File: src/rtl/fetch_ctrl_pkg.sv
// Shared constants and FSM state type for the instruction-fetch sequencer.
package fetch_ctrl_pkg;

  localparam logic [31:0] NOP_INSTR = 32'h0000_0013;
  localparam int unsigned PC_INC    = 4;

  typedef enum logic [1:0] {
    S_RUN   = 2'd0,
    S_DRAIN = 2'd1,
    S_HALT  = 2'd2
  } fetch_state_e;

endpackage

File: src/rtl/fetch_pc_gen.sv
// Next-PC selection for fetch_ctrl: redirect target (word aligned), +4 with silent wrap, or hold.
module fetch_pc_gen
  import fetch_ctrl_pkg::*;
#(
  parameter int unsigned ADDR_W = 11,
  parameter int unsigned XLEN   = 32
) (
  input  logic [ADDR_W+1:0] pc_q,
  input  logic              redirect_valid,
  input  logic [XLEN-1:0]   redirect_pc,
  input  logic              advance,
  output logic [ADDR_W+1:0] pc_d
);

  localparam int unsigned PW = ADDR_W + 2;

  // Target bits above the PC width and the byte offset are deliberately dropped.
  logic unused_redirect_bits;
  assign unused_redirect_bits = ^{redirect_pc[XLEN-1:PW], redirect_pc[1:0]};

  always_comb begin
    pc_d = pc_q;
    if (redirect_valid) begin
      pc_d = {redirect_pc[PW-1:2], 2'b00};
    end else if (advance) begin
      pc_d = pc_q + PW'(PC_INC);
    end
  end

endmodule

File: src/rtl/fetch_ctrl.sv
// Instruction-fetch sequencer: owns the PC, registers fetched words into a valid/ready slot,
// handles redirect/flush and halt/resume. Optional counters with FETCH_PERF_EN.
module fetch_ctrl
  import fetch_ctrl_pkg::*;
#(
  parameter int unsigned     ADDR_W   = 11,
  parameter int unsigned     XLEN     = 32,
  parameter logic [XLEN-1:0] RESET_PC = '0
) (
  input  logic              clk,
  input  logic              rst,
  output logic [ADDR_W-1:0] imem_addr,
  input  logic [XLEN-1:0]   imem_instr,
  input  logic              halt_req,
  output logic              halted,
  input  logic              redirect_valid,
  input  logic [XLEN-1:0]   redirect_pc,
  output logic              out_valid,
  input  logic              out_ready,
  output logic [XLEN-1:0]   out_instr,
  output logic [XLEN-1:0]   out_pc
`ifdef FETCH_PERF_EN
  ,
  output logic [31:0]       perf_fetch_cnt,
  output logic [31:0]       perf_stall_cnt
`endif
);

  localparam int unsigned   PW         = ADDR_W + 2;
  localparam logic [PW-1:0] RESET_PC_A = {RESET_PC[PW-1:2], 2'b00};

  fetch_state_e    state_q, state_d;
  logic [PW-1:0]   pc_q, pc_d;
  logic            out_valid_q, out_valid_d;
  logic [XLEN-1:0] out_instr_q, out_instr_d;
  logic [PW-1:0]   out_pc_q, out_pc_d;
  logic            fetch_ok;
  logic            load;

  assign fetch_ok = (state_q == S_RUN) & ~halt_req & ~redirect_valid;
  assign load     = fetch_ok & (~out_valid_q | out_ready);

  fetch_pc_gen #(
    .ADDR_W (ADDR_W),
    .XLEN   (XLEN)
  ) u_pc_gen (
    .pc_q           (pc_q),
    .redirect_valid (redirect_valid),
    .redirect_pc    (redirect_pc),
    .advance        (load),
    .pc_d           (pc_d)
  );

  // Redirect flushes the slot even if decode takes it this cycle; instr/pc are left stale.
  always_comb begin
    out_valid_d = out_valid_q;
    out_instr_d = out_instr_q;
    out_pc_d    = out_pc_q;
    if (redirect_valid) begin
      out_valid_d = 1'b0;
    end else if (load) begin
      out_valid_d = 1'b1;
      out_instr_d = imem_instr;
      out_pc_d    = pc_q;
    end else if (out_valid_q && out_ready) begin
      out_valid_d = 1'b0;
    end
  end

  always_comb begin
    state_d = state_q;
    case (state_q)
      S_RUN: begin
        if (halt_req) state_d = S_DRAIN;
      end
      S_DRAIN: begin
        if (!halt_req)        state_d = S_RUN;
        else if (!out_valid_q) state_d = S_HALT;
      end
      S_HALT: begin
        if (!halt_req) state_d = S_RUN;
      end
      default: state_d = S_RUN;
    endcase
  end

  always_ff @(posedge clk) begin
    if (rst) begin
      state_q     <= S_RUN;
      pc_q        <= RESET_PC_A;
      out_valid_q <= 1'b0;
      out_instr_q <= XLEN'(NOP_INSTR);
      out_pc_q    <= RESET_PC_A;
    end else begin
      state_q     <= state_d;
      pc_q        <= pc_d;
      out_valid_q <= out_valid_d;
      out_instr_q <= out_instr_d;
      out_pc_q    <= out_pc_d;
    end
  end

  assign imem_addr = pc_q[PW-1:2];
  assign halted    = (state_q == S_HALT);
  assign out_valid = out_valid_q;
  assign out_instr = out_instr_q;
  assign out_pc    = XLEN'(out_pc_q);

`ifdef FETCH_PERF_EN
  logic [31:0] perf_fetch_q, perf_fetch_d;
  logic [31:0] perf_stall_q, perf_stall_d;

  always_comb begin
    perf_fetch_d = perf_fetch_q;
    perf_stall_d = perf_stall_q;
    if (load)                      perf_fetch_d = perf_fetch_q + 32'd1;
    if (out_valid_q && !out_ready) perf_stall_d = perf_stall_q + 32'd1;
  end

  always_ff @(posedge clk) begin
    if (rst) begin
      perf_fetch_q <= '0;
      perf_stall_q <= '0;
    end else begin
      perf_fetch_q <= perf_fetch_d;
      perf_stall_q <= perf_stall_d;
    end
  end

  assign perf_fetch_cnt = perf_fetch_q;
  assign perf_stall_cnt = perf_stall_q;
`endif

endmodule
File: config.mk
export PLATFORM = sky130hd
export DESIGN_NAME = fetch_ctrl
export DESIGN_NICKNAME = d
export VERILOG_FILES = /design/src/rtl/fetch_ctrl_pkg.sv /design/src/rtl/fetch_pc_gen.sv /design/src/rtl/fetch_ctrl.sv
export SDC_FILE = /design/constraint.sdc
export NUM_CORES = 1
export LEC_CHECK = 0
export ABC_AREA = 1
export CORE_MARGIN = 3
export CORE_UTILIZATION = 38
export DETAILED_ROUTE_END_ITERATION = 6
export PLACE_DENSITY = 0.81
export REMOVE_ABC_BUFFERS = 1
export SLEW_MARGIN = 20
export SYNTH_ARGS = -nofsm -noshare
export SYNTH_HDL_FRONTEND = slang
export SYNTH_SLANG_ARGS = --single-unit
File: constraint.sdc
create_clock -name clk -period 1.6 [get_ports clk]
set_input_delay 0.48 -clock clk [delete_from_list [all_inputs] [get_ports clk]]
set_output_delay 0.48 -clock clk [all_outputs]
set_load 0.005 [all_outputs]
# Yosys cells after proc, flatten, opt, wreduce, memory -nomap -nowiden
# Cells that the tools add are included.
# classes
n_addsub	1
eq_ne	5
muxes	9
n_bitwise	7
reduce_logical	7
# op_table
operator	count
2-to-1 mux 13 bit	2
adder 13 x 3 -> 13 bit (second input constant)	1
2-to-1 mux 2 bit	4
case mux 2 bit (3 select lines)	1
!= test 2 bit (second input constant)	2
nonzero test 2 bit	2
bitwise AND 1 bit	3
!= test 3 bit (second input constant)	1
inverter 1 bit	3
AND reduction 3 bit	1
equality test 2 x 1 -> 1 bit (second input constant)	1
equality test 2 bit (second input constant)	1
logical NOT 2 bit	1
2-to-1 mux 1 bit	2
AND reduction 2 bit	1
OR reduction 2 bit	1
logical AND 1 bit	1
OR 1 bit	1
# word_totals
register_bits	61
in_bits	69
output_inout_bits	77
wordCells	35

# Logic depth before layout (Yosys ltp)
# Gate-level depths: netlist of the first run.
# logic_depth
word_depth	6
ltp_mapped	9

# By module
# A second synthesis of the first run with hierarchy kept.
# unflattened
cells_unflattened	459
hier_area_um2	3074.2
# modules_own_cells
mod	n_inst	cells_each	area_per_inst_um2
fetch_ctrl	1	377	2683.8
fetch_pc_gen	1	82	390.4

# Worst setup path after synthesis of the first run
# Ideal clock, no wire load.
# synth_timing
path_type	input -> register
from	input port redirect_valid
to	register out_pc_q[4]
t_arrival_ns	1.159
required_time_ns	1.484
setup_slack_ns	0.325
path_stages	7
n_path_buf	1
cell_sequence	inv_1 nand3_2 nor2_4 inv_2 buf_6 nor2_1 nor2_1
# synth_between
elab_chain_cells	4
# synth_lines
element	line_no	text
from (decl)	fetch_ctrl.sv:16	input logic redirect_valid,
inverter 1 bit (no source line) *	n/a	
bitwise AND 1 bit	fetch_ctrl.sv:40	assign fetch_ok = (state_q == S_RUN) & ~halt_req & ~redirect_valid;
bitwise AND 1 bit	fetch_ctrl.sv:41	assign load = fetch_ok & (~out_valid_q | out_ready);
AND reduction 2 bit (no source line) *	n/a	
to (signal assigned)	fetch_ctrl.sv:99	out_pc_q <= out_pc_d;
to (decl)	fetch_ctrl.sv:36	logic [PW-1:0] out_pc_q, out_pc_d;
# Mark *: on every way between the ends. The rest lies on a longest branch, timed or not.
# A chain may end at the register's enable or synchronous reset.

# Worst setup path after layout of the first run
# layout_timing
from	input port out_ready
to	register out_pc_q[9]
# layout_between
elab_chain_cells	3
# layout_lines
element	line_no	text
from (decl)	fetch_ctrl.sv:19	input logic out_ready,
OR 1 bit	fetch_ctrl.sv:41	
bitwise AND 1 bit	fetch_ctrl.sv:41	
AND reduction 2 bit (no source line)	n/a	
# Every way passes these cells.

==> results of run 1 <==
-- report_power, final --
| group | total [mW] | internal (mW) | switching (mW) | leakage (nW) |
|---|---|---|---|---|
| Sequential | 1.57 | 1.52 | 0.0533 | 0.473 |
| Combinational | 0.612 | 0.334 | 0.278 | 1.37 |
| Clock | 1.22 | 0.678 | 0.545 | 0.0915 |
| Total | 3.41 | 2.53 | 0.876 | 1.94 |
-- worst paths after layout --
path                                     end  slack (ps)  cells past startpoint
worst max-delay path             out_pc_q[9]          60                      8
worst min-delay path            out_instr[4]         450                      2
worst max register to register   out_pc_q[9]         140                      8
worst min register to register  out_instr[4]         450                      2
-- synthesized netlist by cell type (all sizes together) --
library cell / number / share of area
nor3: 3 / 0.0060
nor2: 80 / 0.13
xor2: 1 / 0.0035
nand4: 1 / 0.0025
inv: 26 / 0.039
a2111oi: 1 / 0.0035
dfxtp: 57 / 0.46
a21oi: 11 / 0.022
clkbuf: 8 / 0.013
a211oi: 3 / 0.0091
nand3: 26 / 0.054
nand2: 45 / 0.069
a31oi: 4 / 0.010
conb: 1 / 0.0015
buf: 29 / 0.093
o21ai: 41 / 0.083
ha: 1 / 0.0050
-- metal layers --
metal  track usage  vias to the layer above  wire (um)
met2         0.320                       94       3700
met5             0                        -          0
met4        0.0637                        0         46
met1         0.212                     1171       2980
met3        0.0513                        7        473
li1              -                     1290          -
-- tightest hold or removal path, cell delays in order, from the launching register on --
cell and delay (ps):
dfxtp_1 330, nand2_1 50, nand3_1 50
-- cell type report --
| cell class | instances | area share |
|---|---|---|
| clock buffer | 13 | 0.0435 |
| clock inverter | 2 | 0.00322 |
| inverter | 26 | 0.0258 |
| multi-input combinational | 238 | 0.281 |
| sequential | 57 | 0.299 |
| tap | 75 | 0.0242 |
| timing repair buffer | 130 | 0.324 |
-- logic make-up (layout without fill, tap and decap cells) --
kind of cell    count (synthesis)  count (layout)
xor+xnor                        1               1
simple gates                  155             155
compound gates                 60              60
flops                          57              57
buf+inv                        63             171
fa+ha+maj                       1               1
other cells                     1              21
-- timing repair --
action	CTS	global route
gates resized for setup	69	24
endpoints found under the setup margin	57	47
pin swaps	0	3
setup buffers	1	4
hold buffers	0	0
gates cloned	0	2
endpoints found under the hold margin	0	0
-- sequential cells by signal, indices dropped and copies added (netlist names) --
name	count
out_instr	32
out_pc_q	11
out_valid	1
pc_q	11
state_q	2
-- metrics by stage --
stage / power, mW / instance area (um2)
finish: 3.41 / 3880
global route: 3.60 / 3880
CTS: 3.39 / 3730
detailed placement: 2.23 / 3590
global placement: 2.21 / 3590
floorplan: 1.80 / 2290
==> qor.yml, run 1 <==
run_status:
  status: "finished clean"
setup_path:
  cpPeakStageDelay_ps: 440
  cp_data_required_time_ps: 1810
  cp_common_cell: "nor2_4"
  cp-startpoint: "out_ready"
  worstSetupStartpointType: "input port"
  path_max_fanout: 14
  cp_cell_sequence: "clkdlybuf4s50_1 -> nor2_4 -> nor2_4 -> buf_6 -> buf_12 -> clkbuf_16 -> o21ai_0 -> a21oi_1"
  slowest_stage: "clkdlybuf4s50_1"
  crit_buf_inv: 4
  timing.rr.start: "state_q[0]"
  crit_arrival_ps: 1750
  critical_path_class: "in2reg"
  crit_path_end_kind: "flip-flop"
  cpLargestDelayFamily: "buffers and inverters"
place:
  gp_congestion: 0.867
  dp_slack_ps: -348
  io_buffer_count: 103
  place_inst: 519
  place_hpwl_mm: 5.13
logic_synthesis:
  yosys_warnings: 0
  postSynthAreaPerCell_um2: 7.34
  synth_cells: 338
  synth_compound_area_frac: 0.128
  synth-seq-cells: 57
  synth_adder_area_share: 0.00504
  synth_xor_area_frac: 0.00353
  netlist_area_mm2: 0.00248
  synthMuxAreaShare: 0
  seq_area_frac_synth: 0.460
  yosys.area_share.simple: 0.257
  ys_types: 25
  synth_top_family_by_area: "simple AND/OR/NAND/NOR gates"
route:
  ant_nets: 0
  viasPerCell: 4.74
  vias: 2562
  drcViolationCount: 0
  firstDrtPassIters: 4
  drtIter0Drc: 118
  wl_per_cell_um: 13.3
  wl_mm: 7.20
floorplanning:
  die_x_um: 86.8
  coreArea_mm2: 0.00613
  ios: 146
  initial_core_util: 0.405
  dieHeight_um: 86.8
  fp.dieArea_mm2: 0.00754
  placementRows: 28
sta:
  layout_min_cycle_time_ps: 1540
  timing_hold_violations_final: 0
  skew_ps: 7.75
  min_period_over_period: 0.965
  rsz0062_at_grt: "no"
  drv_slew: 0
  max_freq_mhz: 647
  setup_violations: 0
  layout_setup_ws_ps: 55.4
  holdWs_ps: 454
  setup_tns_ps: 0
pwr:
  peakVddDrop_mv: 0.509
  p_per_area_mw_per_mm2: 878
  p_leak_nw: 1.94
global_route:
  grt_max_degree: 29
  first_global_vias: 2394
  grt.overflow.total: 0
  track_usage: 0.183
  grt_pass1_wl_mm: 10.9
  antenna_found_initial: 0
hold_path:
  hold_class: "reg2reg"
  min_from: "out_instr[4]"
cells_and_area:
  drive_above_1_share: 0.144
  diodes: 0
  postLayoutCoreUtil: 0.633
  fin_cells: 541
  final_cell_mix: "nor2_1 (71), dlygate4sd2_1 (55), dfxtp_1 (47), clkdlybuf4s50_1 (45), nand2_1 (44)"
  multiInputGateArea_mm2: 0.00109
  final_nets: 532
  num-fill-cells: 583
  register_area_mm2: 0.00116
  area_growth_pct: 56.4
  final_common_cell: "nor2_1"
run:
  maxCapViolCount: 0
cts:
  worstSkewPairLatency_ps: 330
  h-tree-depth: 3
  numCtsBuffers: 9
  cts.path.max_buffers: 2
  root_buffer: "clkbuf_8"
  cts_tree: "built"
  path_clk_slew_ps: 70
  clock-sinks: 57
Power figures use the tool's default switching activity.
==> run 2, diff against run 1 <==
Clock period 1.6 ns to 1.7 ns, I/O delays scaled along.
==> qor.yml, run 2 (synthesis gave the netlist of run 1 again) <==
sta:
  timing_hold_violations_final: 0  # unchanged
  min_period_over_period: 0.975
  drv_slew: 0  # unchanged
  layout_min_cycle_time_ps: 1660
  max_freq_mhz: 603
  rsz0062_at_grt: "yes"  # was no
  skew_ps: 6.52  # was 7.75 ps
  setup_violations: 0  # unchanged
floorplanning:
  ios: 146  # unchanged
  placementRows: 28  # unchanged
  initial_core_util: 0.405  # unchanged
  fp.dieArea_mm2: 0.00754  # unchanged
  die_x_um: 86.8  # unchanged
  coreArea_mm2: 0.00613  # unchanged
  dieHeight_um: 86.8  # unchanged
setup_path:
  worstSetupStartpointType: "flip-flop"  # was input port
  cp_cell_sequence: "clkdlybuf4s50_1"  # was clkdlybuf4s50_1 -> nor2_4 -> nor2_4 -> buf_6 -> buf_12 -> clkbuf_16 -> o21ai_0 -> a21oi_1
  cpLargestDelayFamily: "buffers and inverters"  # unchanged
  crit_arrival_ps: 1150  # was 1750 ps
  path_max_fanout: 2  # was 14
  slowest_stage: "clkdlybuf4s50_1"  # unchanged
  cpPeakStageDelay_ps: 500  # was 440 ps
  cp_data_required_time_ps: 1190  # was 1810 ps
  crit_path_end_kind: "output pin"  # was flip-flop
  critical_path_class: "reg2out"  # was in2reg
  crit_buf_inv: 1  # was 4
place:
  dpl_cell_area_mm2: 0.00357  # was 0.00359 mm2
  place_hpwl_mm: 5.06  # was 5.13 mm
  io_buffer_count: 103  # unchanged
  gp_congestion: 0.867  # about the same
cells_and_area:
  fin_area_mm2: 0.00383  # was 0.00388 mm2
  multiInputGateArea_mm2: 0.00106  # was 0.00109 mm2
  final_common_cell: "nor2_1"  # unchanged
  diodes: 0  # unchanged
  num-fill-cells: 545  # was 583
  drive_above_1_share: 0.115  # was 0.144
  register_area_mm2: 0.00115  # was 0.00116 mm2
  final_cell_mix: "nor2_1 (76), clkdlybuf4s50_1 (54), dfxtp_1 (48), nand2_1 (44), o21ai_0 (41)"  # was nor2_1 (71), dlygate4sd2_1 (55), dfxtp_1 (47), clkdlybuf4s50_1 (45), nand2_1 (44)
  area_growth_pct: 54.2  # was 56.4%
  postLayoutCoreUtil: 0.624  # was 0.633
  largest_reg_flops: 32  # unchanged
  final_nets: 527  # was 532
cts:
  root_buffer: "clkbuf_8"  # unchanged
  h-tree-depth: 3  # unchanged
  cts_hold_buf: 0  # unchanged
  clock-sinks: 57  # unchanged
  cts_tree: "built"  # unchanged
  cts.path.max_buffers: 2  # unchanged
  numCtsBuffers: 9  # unchanged
  path_clk_slew_ps: 60  # was 70 ps
  worstSkewPairLatency_ps: 320  # was 330 ps
run_status:
  status: "finished clean"  # unchanged
global_route:
  track_usage: 0.185  # was 0.183
  grt_max_degree: 22  # was 29
  grt.overflow.total: 0  # unchanged
  grt_pass1_wl_mm: 11.1  # was 10.9 mm
  antenna_found_initial: 0  # unchanged
  first_global_vias: 2447  # was 2394
route:
  ant_nets: 0  # unchanged
  firstDrtPassIters: 6  # was 4
  viasPerCell: 4.73  # was 4.74
  wl_mm: 6.86  # was 7.20 mm
  drtIter0Drc: 142  # was 118
  drcViolationCount: 0  # unchanged
  wl_per_cell_um: 12.8  # was 13.3 um
  vias: 2538  # was 2562
pwr:
  p_leak_nw: 2.15  # was 1.94 nW
  power_frac_seq: 0.459  # was 0.461
  p_comb_frac: 0.172  # was 0.180
  swShare: 0.254  # was 0.257
  p_sw_uw: 817  # was 876 uW
  peakVddDrop_mv: 0.598  # was 0.509 mV
  p_per_area_mw_per_mm2: 842  # was 878 mW/mm2
  p_clk_frac: 0.370  # was 0.359
  p_int_mw: 2.40  # was 2.53 mW
hold_path:
  hold_class: "reg2reg"  # unchanged
run:
  maxCapViolCount: 0  # unchanged
-- run 2: path summary, 6_finish.rpt --
| path | from | endpoint | slack, ps | cells after the start |
|---|---|---|---|---|
| max | out_instr[28] | out_instr[28] | 40 | 1 |
| min | out_instr[0] | out_instr[0] | 450 | 2 |
| max reg2reg | pc_q[3] | pc_q[12] | 220 | 10 |
| min reg2reg | out_instr[0] | out_instr[0] | 450 | 2 |
-- run 2: cell type report --
class / count / area share
multi-input cells: 238 / 0.277
repair buffers: 125 / 0.323
clock inverters: 6 / 0.0154
well taps: 75 / 0.0245
clock buffers: 10 / 0.0334
flip-flops and latches: 57 / 0.301
inverters: 26 / 0.0255
-- run 2: per-layer routing --
metal  vias up  GRT usage  routed length (um)
li1       1282          -                   -
met1      1145      0.218                2820
met2       100      0.305                3340
met3        11     0.0513                 559
met4         0     0.0949                 144
met5         -          0                   0
-- run 2: repair_timing --
| item | in CTS | in global routing |
|---|---|---|
| endpoints found under the hold margin | 0 | 0 |
| resized for setup | 30 | 31 |
| gates cloned | 0 | 0 |
| buffers inserted | 2 | 0 |
| setup endpoints to repair | 25 | 30 |
-- run 2: power groups by stage --
stage	logic, mW	registers, mW	clock network (mW)
global placement	0.568	1.50	0
floorplan	0.175	1.52	0
finish	0.552	1.48	1.19
detailed placement	0.580	1.51	0
CTS	0.565	1.48	1.23
global route	0.615	1.49	1.29
-- run 2: per-stage QoR --
step           power, mW  TNS [ps]  hold slack [ps]  std cells  setup WS [ps]
2_1_floorplan       1.69    -18100              450        321           -512
4_1_cts             3.27         0              457        537           1.26
3_3_place_gp        2.07     -6420              437        519           -158
6_report            3.22         0              447        537           41.8
5_1_grt             3.39     -10.8              477        537          -10.8
3_5_place_dp        2.09     -8080              442        519           -205
-- run 2: tightest hold or removal path: cells and delay by family (launching register included) --
| family | cells | cell delay, ps |
|---|---|---|
| flip-flops | 1 | 320 |
| AND/OR/NAND/NOR | 2 | 100 |
==> run 3, diff against run 2 <==
Settings changed: GPL_TIMING_DRIVEN set to 1.
==> results of run 3 <==
No change in the layout: final DEF, timing and power equal those of run 2.
